## src/rtl/fft_disp_pkg.sv

```systemverilog
// ---------------------------------------------------------------------------
// fft_disp_pkg
// Shared definitions for the display-side FFT spectrum reader: the reader
// FSM state encoding and the default bin count / bar height geometry.
// ---------------------------------------------------------------------------
package fft_disp_pkg;

  localparam int NUM_BINS     = 128;  // bins read per frame
  localparam int HEIGHT_WIDTH = 9;    // bar height width
  localparam int HEIGHT_MAX   = 400;  // clamp value for height and peak

  // IDLE: wait for a frame, REQ: issue one RAM read, CAP: capture read data,
  // OUT: present the bin to the renderer until accepted.
  typedef enum logic [1:0] {
    IDLE = 2'd0,
    REQ  = 2'd1,
    CAP  = 2'd2,
    OUT  = 2'd3
  } state_e;

endpackage

```

## src/rtl/fft_bar_scale.sv

```systemverilog
// ---------------------------------------------------------------------------
// fft_bar_scale
// Combinational bar math for one bin: scales the RAM magnitude down to a bar
// height, decays the stored peak and keeps the larger of the two.
//
// Ports:
//   mag       in   DATA_WIDTH    unsigned magnitude from the result RAM
//   peak_old  in   HEIGHT_WIDTH  peak-hold value from the previous frame
//   height    out  HEIGHT_WIDTH  min(mag >> SHIFT, HEIGHT_MAX)
//   peak_new  out  HEIGHT_WIDTH  max(height, peak_old - DECAY saturated at 0)
// ---------------------------------------------------------------------------
module fft_bar_scale #(
  parameter int DATA_WIDTH   = 12,
  parameter int HEIGHT_WIDTH = fft_disp_pkg::HEIGHT_WIDTH,
  parameter int HEIGHT_MAX   = fft_disp_pkg::HEIGHT_MAX,
  parameter int SHIFT        = 2,
  parameter int DECAY        = 2
) (
  input  logic [DATA_WIDTH-1:0]   mag,
  input  logic [HEIGHT_WIDTH-1:0] peak_old,
  output logic [HEIGHT_WIDTH-1:0] height,
  output logic [HEIGHT_WIDTH-1:0] peak_new
);

  logic [DATA_WIDTH-1:0]   shifted;
  logic [HEIGHT_WIDTH-1:0] decayed;

  // NOTE: every variable gets a default at the top of an always_comb so no
  // path can leave it unassigned and infer a latch.
  always_comb begin
    shifted  = mag >> SHIFT;
    height   = '0;
    decayed  = '0;
    peak_new = '0;

    // Clamp on the full-width shifted value; truncating first would wrap
    // large magnitudes into small bars.
    if (32'(shifted) > 32'(HEIGHT_MAX)) begin
      height = HEIGHT_WIDTH'(HEIGHT_MAX);
    end else begin
      height = HEIGHT_WIDTH'(shifted);
    end

    if (32'(peak_old) > 32'(DECAY)) begin
      decayed = peak_old - HEIGHT_WIDTH'(DECAY);
    end

    peak_new = (height > decayed) ? height : decayed;
  end

endmodule

```

## src/rtl/fft_spectrum_reader.sv

```systemverilog
// ---------------------------------------------------------------------------
// fft_spectrum_reader
// Reads one frame of NUM_BINS magnitudes from the FFT result RAM each time
// fft_done is asserted, converts each to a clamped bar height with a decaying
// peak-hold, and streams the bins to the renderer over valid/ready.
//
// Ports:
//   clk                in   pixel clock (single clock domain)
//   rst                in   synchronous reset, active-high
//   fft_done           in   level, frame ready in the result RAM
//   fft_data_out       in   RAM read data, valid the cycle after a request
//   fft_data_out_last  in   FFT side end-of-frame pulse
//   fft_data_out_en    out  RAM read request / clock enable (REQ only)
//   fft_addr_out       out  RAM read address, held outside REQ
//   peak_clr           in   clear all peak-hold values
//   bar_valid/ready    out/in  bin stream handshake
//   bar_idx            out  bin index
//   bar_height         out  scaled, clamped magnitude
//   bar_peak           out  peak-hold value after this frame's update
//   bar_last           out  high with the final bin
//   frame_busy         out  high while outside IDLE
//   sync_err           out  sticky frame-alignment error
// ---------------------------------------------------------------------------
module fft_spectrum_reader #(
  parameter int DATA_WIDTH   = 12,
  parameter int ADDR_WIDTH   = 8,
  parameter int NUM_BINS     = fft_disp_pkg::NUM_BINS,
  parameter int HEIGHT_WIDTH = fft_disp_pkg::HEIGHT_WIDTH,
  parameter int HEIGHT_MAX   = fft_disp_pkg::HEIGHT_MAX,
  parameter int SHIFT        = 2,
  parameter int DECAY        = 2
) (
  input  logic                    clk,
  input  logic                    rst,
  input  logic                    fft_done,
  input  logic [DATA_WIDTH-1:0]   fft_data_out,
  input  logic                    fft_data_out_last,
  output logic                    fft_data_out_en,
  output logic [ADDR_WIDTH-1:0]   fft_addr_out,
  input  logic                    peak_clr,
  output logic                    bar_valid,
  input  logic                    bar_ready,
  output logic [ADDR_WIDTH-1:0]   bar_idx,
  output logic [HEIGHT_WIDTH-1:0] bar_height,
  output logic [HEIGHT_WIDTH-1:0] bar_peak,
  output logic                    bar_last,
  output logic                    frame_busy,
  output logic                    sync_err
);

  import fft_disp_pkg::*;

  localparam int BIN_W = (NUM_BINS > 1) ? $clog2(NUM_BINS) : 1;
  localparam logic [ADDR_WIDTH-1:0] LAST_BIN = ADDR_WIDTH'(NUM_BINS - 1);

  state_e                  state_q, state_d;
  logic [ADDR_WIDTH-1:0]   bin_q, bin_d;
  logic                    done_seen_q, done_seen_d;
  logic                    clr_pend_q, clr_pend_d;
  logic                    sync_err_q, sync_err_d;
  logic                    bar_valid_q, bar_valid_d;
  logic [ADDR_WIDTH-1:0]   bar_idx_q, bar_idx_d;
  logic [HEIGHT_WIDTH-1:0] bar_height_q, bar_height_d;
  logic [HEIGHT_WIDTH-1:0] bar_peak_q, bar_peak_d;
  logic [HEIGHT_WIDTH-1:0] peak_q [NUM_BINS];
  logic [HEIGHT_WIDTH-1:0] peak_d [NUM_BINS];

  logic [BIN_W-1:0]        bin_sel;
  logic [HEIGHT_WIDTH-1:0] h_new, p_new;
  logic                    busy, at_last_bin, in_last_cap, clr_now, start;

  assign bin_sel     = bin_q[BIN_W-1:0];
  assign busy        = (state_q != IDLE);
  assign at_last_bin = (bin_q == LAST_BIN);
  assign in_last_cap = (state_q == CAP) && at_last_bin;

  fft_bar_scale #(
    .DATA_WIDTH  (DATA_WIDTH),
    .HEIGHT_WIDTH(HEIGHT_WIDTH),
    .HEIGHT_MAX  (HEIGHT_MAX),
    .SHIFT       (SHIFT),
    .DECAY       (DECAY)
  ) u_scale (
    .mag     (fft_data_out),
    .peak_old(peak_q[bin_sel]),
    .height  (h_new),
    .peak_new(p_new)
  );

  always_comb begin
    state_d      = state_q;
    bin_d        = bin_q;
    done_seen_d  = done_seen_q;
    clr_pend_d   = clr_pend_q;
    sync_err_d   = sync_err_q;
    bar_valid_d  = bar_valid_q;
    bar_idx_d    = bar_idx_q;
    bar_height_d = bar_height_q;
    bar_peak_d   = bar_peak_q;
    peak_d       = peak_q;
    start        = 1'b0;
    // A clear requested in IDLE, or deferred from a busy frame, wins over a
    // frame start so the new frame always sees the cleared peaks.
    clr_now      = !busy && (peak_clr || clr_pend_q);

    unique case (state_q)
      IDLE: begin
        if (clr_now) begin
          for (int i = 0; i < NUM_BINS; i++) peak_d[i] = '0;
          clr_pend_d = 1'b0;
        end else if (fft_done && !done_seen_q) begin
          start   = 1'b1;
          bin_d   = '0;
          state_d = REQ;
        end
      end
      REQ: state_d = CAP;
      CAP: begin
        peak_d[bin_sel] = p_new;
        bar_idx_d       = bin_q;
        bar_height_d    = h_new;
        bar_peak_d      = p_new;
        bar_valid_d     = 1'b1;
        state_d         = OUT;
      end
      OUT: begin
        if (bar_ready) begin
          bar_valid_d = 1'b0;
          if (at_last_bin) begin
            state_d = IDLE;
          end else begin
            bin_d   = bin_q + 1'b1;
            state_d = REQ;
          end
        end
      end
      default: state_d = IDLE;
    endcase

    // A clear arriving mid-frame waits for IDLE so this frame keeps old peaks.
    if (busy && peak_clr) clr_pend_d = 1'b1;

    // done_seen re-arms only once fft_done drops, giving one frame per pulse.
    if (!fft_done) begin
      done_seen_d = 1'b0;
    end else if (start) begin
      done_seen_d = 1'b1;
    end

    if (in_last_cap && !fft_data_out_last) sync_err_d = 1'b1;
    if (busy && fft_data_out_last && !in_last_cap) sync_err_d = 1'b1;
  end

  // NOTE: sequential state uses non-blocking assignments so every flop
  // samples the pre-edge values regardless of statement order.
  always_ff @(posedge clk) begin
    if (rst) begin
      state_q      <= IDLE;
      bin_q        <= '0;
      done_seen_q  <= 1'b0;
      clr_pend_q   <= 1'b0;
      sync_err_q   <= 1'b0;
      bar_valid_q  <= 1'b0;
      bar_idx_q    <= '0;
      bar_height_q <= '0;
      bar_peak_q   <= '0;
      // NOTE: the peak array is reset explicitly because a stale peak would
      // be displayed; this keeps it in flops rather than a RAM macro.
      peak_q       <= '{default: '0};
    end else begin
      state_q      <= state_d;
      bin_q        <= bin_d;
      done_seen_q  <= done_seen_d;
      clr_pend_q   <= clr_pend_d;
      sync_err_q   <= sync_err_d;
      bar_valid_q  <= bar_valid_d;
      bar_idx_q    <= bar_idx_d;
      bar_height_q <= bar_height_d;
      bar_peak_q   <= bar_peak_d;
      peak_q       <= peak_d;
    end
  end

  // bin_q only moves on entry to REQ, so the address holds outside REQ.
  assign fft_data_out_en = (state_q == REQ);
  assign fft_addr_out    = bin_q;
  assign bar_valid       = bar_valid_q;
  assign bar_idx         = bar_idx_q;
  assign bar_height      = bar_height_q;
  assign bar_peak        = bar_peak_q;
  assign bar_last        = bar_valid_q && (bar_idx_q == LAST_BIN);
  assign frame_busy      = busy;
  assign sync_err        = sync_err_q;

endmodule

```

## config.mk

```make
export PLATFORM = sky130hd
export DESIGN_NAME = fft_spectrum_reader
export DESIGN_NICKNAME = d
export VERILOG_FILES = /design/src/rtl/fft_disp_pkg.sv /design/src/rtl/fft_bar_scale.sv /design/src/rtl/fft_spectrum_reader.sv
export SDC_FILE = /design/constraint.sdc
export NUM_CORES = 2
export LEC_CHECK = 0
export ABC_AREA = 1
export BUFFER_PORTS_ARGS = -buffer_cell sky130_fd_sc_hd__buf_2
export CORE_UTILIZATION = 30
export CTS_CLUSTER_SIZE = 20
export DETAILED_ROUTE_END_ITERATION = 8
export GPL_TIMING_DRIVEN = 1
export SETUP_SLACK_MARGIN = 0.1
export SLEW_MARGIN = 15
export SYNTH_ARGS = -nofsm -noshare
export SYNTH_HDL_FRONTEND = slang
export SYNTH_SLANG_ARGS = --single-unit
```

## constraint.sdc

```tcl
create_clock -name clk -period 12.3 [get_ports clk]
set_clock_uncertainty 0.05 [all_clocks]
set_input_delay 1.845 -clock clk [delete_from_list [all_inputs] [get_ports clk]]
set_output_delay 1.845 -clock clk [all_outputs]
set_load 0.02 [all_outputs]
```

==> results by group <==
Run status
  • Outcome: complete, no violations

Timing
  • Slew Limit Fails: 0
  • Hold Fails Final Rpt: 0
  • Least-Margin Pin Slew: 1.31 ns
  • FMAX: 110 MHz
  • Setup tns final: 0 ns
  • Min cycle time layout: 9.11 ns
  • Setup Viol. Count Final: 0
  • Fin worst setup slack: 3.19 ns
  • Slew headroom: 0.125
  • RSZ-0062 raised after global routing: false
  • Tcrit/Tclk final: 0.740

Run
  • Maxcap violations: 0

Detailed routing
  • Detailed-route via count: 60806
  • Met3 Wirelength: 23000 µm
  • Drc violations: 0
  • Uppermost layer routed: met5
  • Met2 wire length: 99500 µm
  • Post-DRT Antenna Nets: 0
  • First-pass DRT Iterations: 8
  • Wire length on met1: 94400 µm
  • Routed len/inst: 19.9 µm
  • DRT iter0 DRCs: 8241
  • Total routed wirelength: 227000 µm
  • Vias per cell: 5.31

Worst setup path
  • Max incr delay on CP: 0.86 ns
  • Kind of critical path: register to register
  • Worst path slowest cell: inv_6
  • Worst Reg-to-Reg Cells: 34
  • R2R Path End: peak_q[469]
  • Setup crit end kind: register
  • Reg-to-reg critical path startpoint: fft_addr_out[0]
  • Crit path arrival time: 9.75 ns
  • R2R setup slack: 3.19 ns
  • Cell mode on critical path: nand2_1
  • Req. time, crit path: 12.94 ns
  • Worst Setup Start Kind: register
  • CP max FO: 132

Clocking
  • CTS Sinks: 1192
  • Root buf cell: clkbuf_16
  • Clock transition at path regs: 0.07 ns
  • Setup repair bufs after CTS: 0
  • Number of hold buffers added after CTS: 0
  • Clock Path Buffers: 3
  • Htree depth: 4
  • TritonCTS buffer count: 130
  • TritonCTS clock tree: yes
  • Clock latency on the worst-skew pair: 0.80 ns
  • Resize count post-CTS: 0

Yosys
  • Main synth FF type: dfxtp_1
  • Async set-or-reset flop fraction in the synthesized netlist: 0
  • Share of the yosys chip area belonging to registers: 0.406
  • Netlist cell types: 39
  • Syn_area_per_cell: 6.49 µm²
  • Largest area contributor in the netlist: dfxtp_1
  • Syn Inst Count: 9046
  • Synth area leaders: dfxtp_1, nand2_1, nand3_1
  • Post-synth EDFFs: 0
  • Syn. warnings: 0
  • Synthesized flop and latch total: 1192
  • Yosys top cell area share: 0.406
  • Syn_nets: 9079
  • Mapped Area: 58700 µm²

Final layout
  • Fill cells: 21094
  • Sequential cell area: 23900 µm²
  • Fin nets: 8757
  • Layout area overhead: 9.98%
  • Final cell utilization of the core: 0.332
  • Most frequent cells in the layout: nand2_1, nand3_1, dfxtp_1
  • Commonest non-fill, non-tap cell in the layout: nand2_1
  • Multi-input logic area: 29200 µm²
  • Fraction of layout cells with a size suffix above 1: 0.0574
  • Post-route cell area: 64600 µm²

Floorplan
  • Ports: 57
  • Die Ht: 445 µm
  • Die W: 445 µm
  • Row count: 162
  • Total core area: 195000 µm²
  • Initial Utilization: 0.302
  • Die area: 198000 µm²

Power and ir drop
  • Pwr Total: 18.4 mW
  • Peak VDD IR: 0.00115 V
  • Leakage: 22.5 nW
  • Pwr Density: 285 nW/µm²

Worst hold path
  • Hold Path Sink: peak_q[532]
  • HP Start: peak_q[532]
  • Worst hold path stage count: 2
  • Hold Crit Class: register to register

Placement
  • Post-DP HPWL: 127000 µm
  • Worst slack, placed: 3.67 ns
  • PortBufs: 54
  • Placement Cell Area: 60400 µm²
  • Gpl congestion: 0.947

Global routing
  • GRT Total Usage: 0.221
  • Initial antenna violation count: 3
  • GRT overflow: 0
  • First-pass GRT wire length: 341000 µm
  • Vias in the first global route: 55211
  • Maximum number of pins on one net before global-route repair: 196
## layout make-up
type,instances,share of cell area
Multi-Input combinational cell,6518,0.452
Tap cell,2624,0.0508
Timing Repair Buffer,174,0.0204
Clock inverter,32,0.00486
Sequential cell,1192,0.369
Clock buffer,199,0.0604
Inverter,708,0.0418
Antenna cell,2,0.0000775
## power by group
| part | total [mW] | internal [mW] | leakage (nW) | switching, mW |
|---|---|---|---|---|
| clock | 3.96 | 2.26 | 2.08 | 1.70 |
| sequential | 3.96 | 3.91 | 9.60 | 0.0531 |
| combinational | 10.5 | 1.52 | 10.8 | 9.00 |
## kinds of logic after synthesis
| family | Yosys count | synth area share |
|---|---|---|
| AND/OR/NAND/NOR | 5084 | 0.366 |
| AO/OA/AOI/OAI | 1417 | 0.125 |
| buffers and inverters | 1336 | 0.0991 |
| flip-flops | 1192 | 0.406 |
| adder cells (fa/ha/maj) | 15 | 0.00319 |
| XOR/XNOR | 2 | 0.000298 |
## Yosys cell counts, types with 32 or more instances
cell type	count
nor2_1	784
nand2_1	2589
a21oi_1	1186
buf_4	98
or2_2	71
buf_2	164
buf_1	58
o21ai_0	102
nand3_1	1501
clkbuf_1	276
o211ai_1	80
a31oi_1	32
or2_1	77
dfxtp_1	1192
nor4_1	32
inv_1	679
## through the flow
stage | hold WS, ns | cells
after floorplan | 0.382 | 9046
after global placement | 0.396 | 11216
after detailed placement | 0.400 | 11216
after CTS | 0.409 | 11447
after global routing | 0.423 | 11448
final | 0.410 | 11449
## flip-flops by register name (all words and copies together) (netlist names)
name and count:
state_q 2, done_seen_q 1, bar_idx 8, bar_peak 9, sync_err 1, bar_height 9
peak_q 1152, bar_valid 1, clr_pend_q 1, fft_addr_out 8
## worst max-delay path by stage
stage,startpoint,to
2_1_floorplan,fft_data_out[5],peak_q[959]
3_3_place_gp,fft_addr_out[0],peak_q[154]
3_5_place_dp,fft_addr_out[0],peak_q[469]
4_1_cts,fft_addr_out[0],peak_q[469]
5_1_grt,fft_addr_out[0],peak_q[433]
6_report,fft_addr_out[0],peak_q[469]
## layer usage
layer | up-vias | GRT usage
li1 | 28551 | -
met1 | 28546 | 0.297
met2 | 3173 | 0.340
met3 | 534 | 0.0408
met4 | 2 | 0.104
met5 | - | 0
## worst max-delay path: cells and delay by family, from the launching register on
kind,cells,cell delay [ns]
AOI/OAI and AO/OA,5,0.95
adders and majority gates,2,0.45
buffers and inverters,6,2.79
DFF,1,0.81
and+or+nand+nor,21,3.51
No activity file was read; power rests on OpenSTA's default activity.
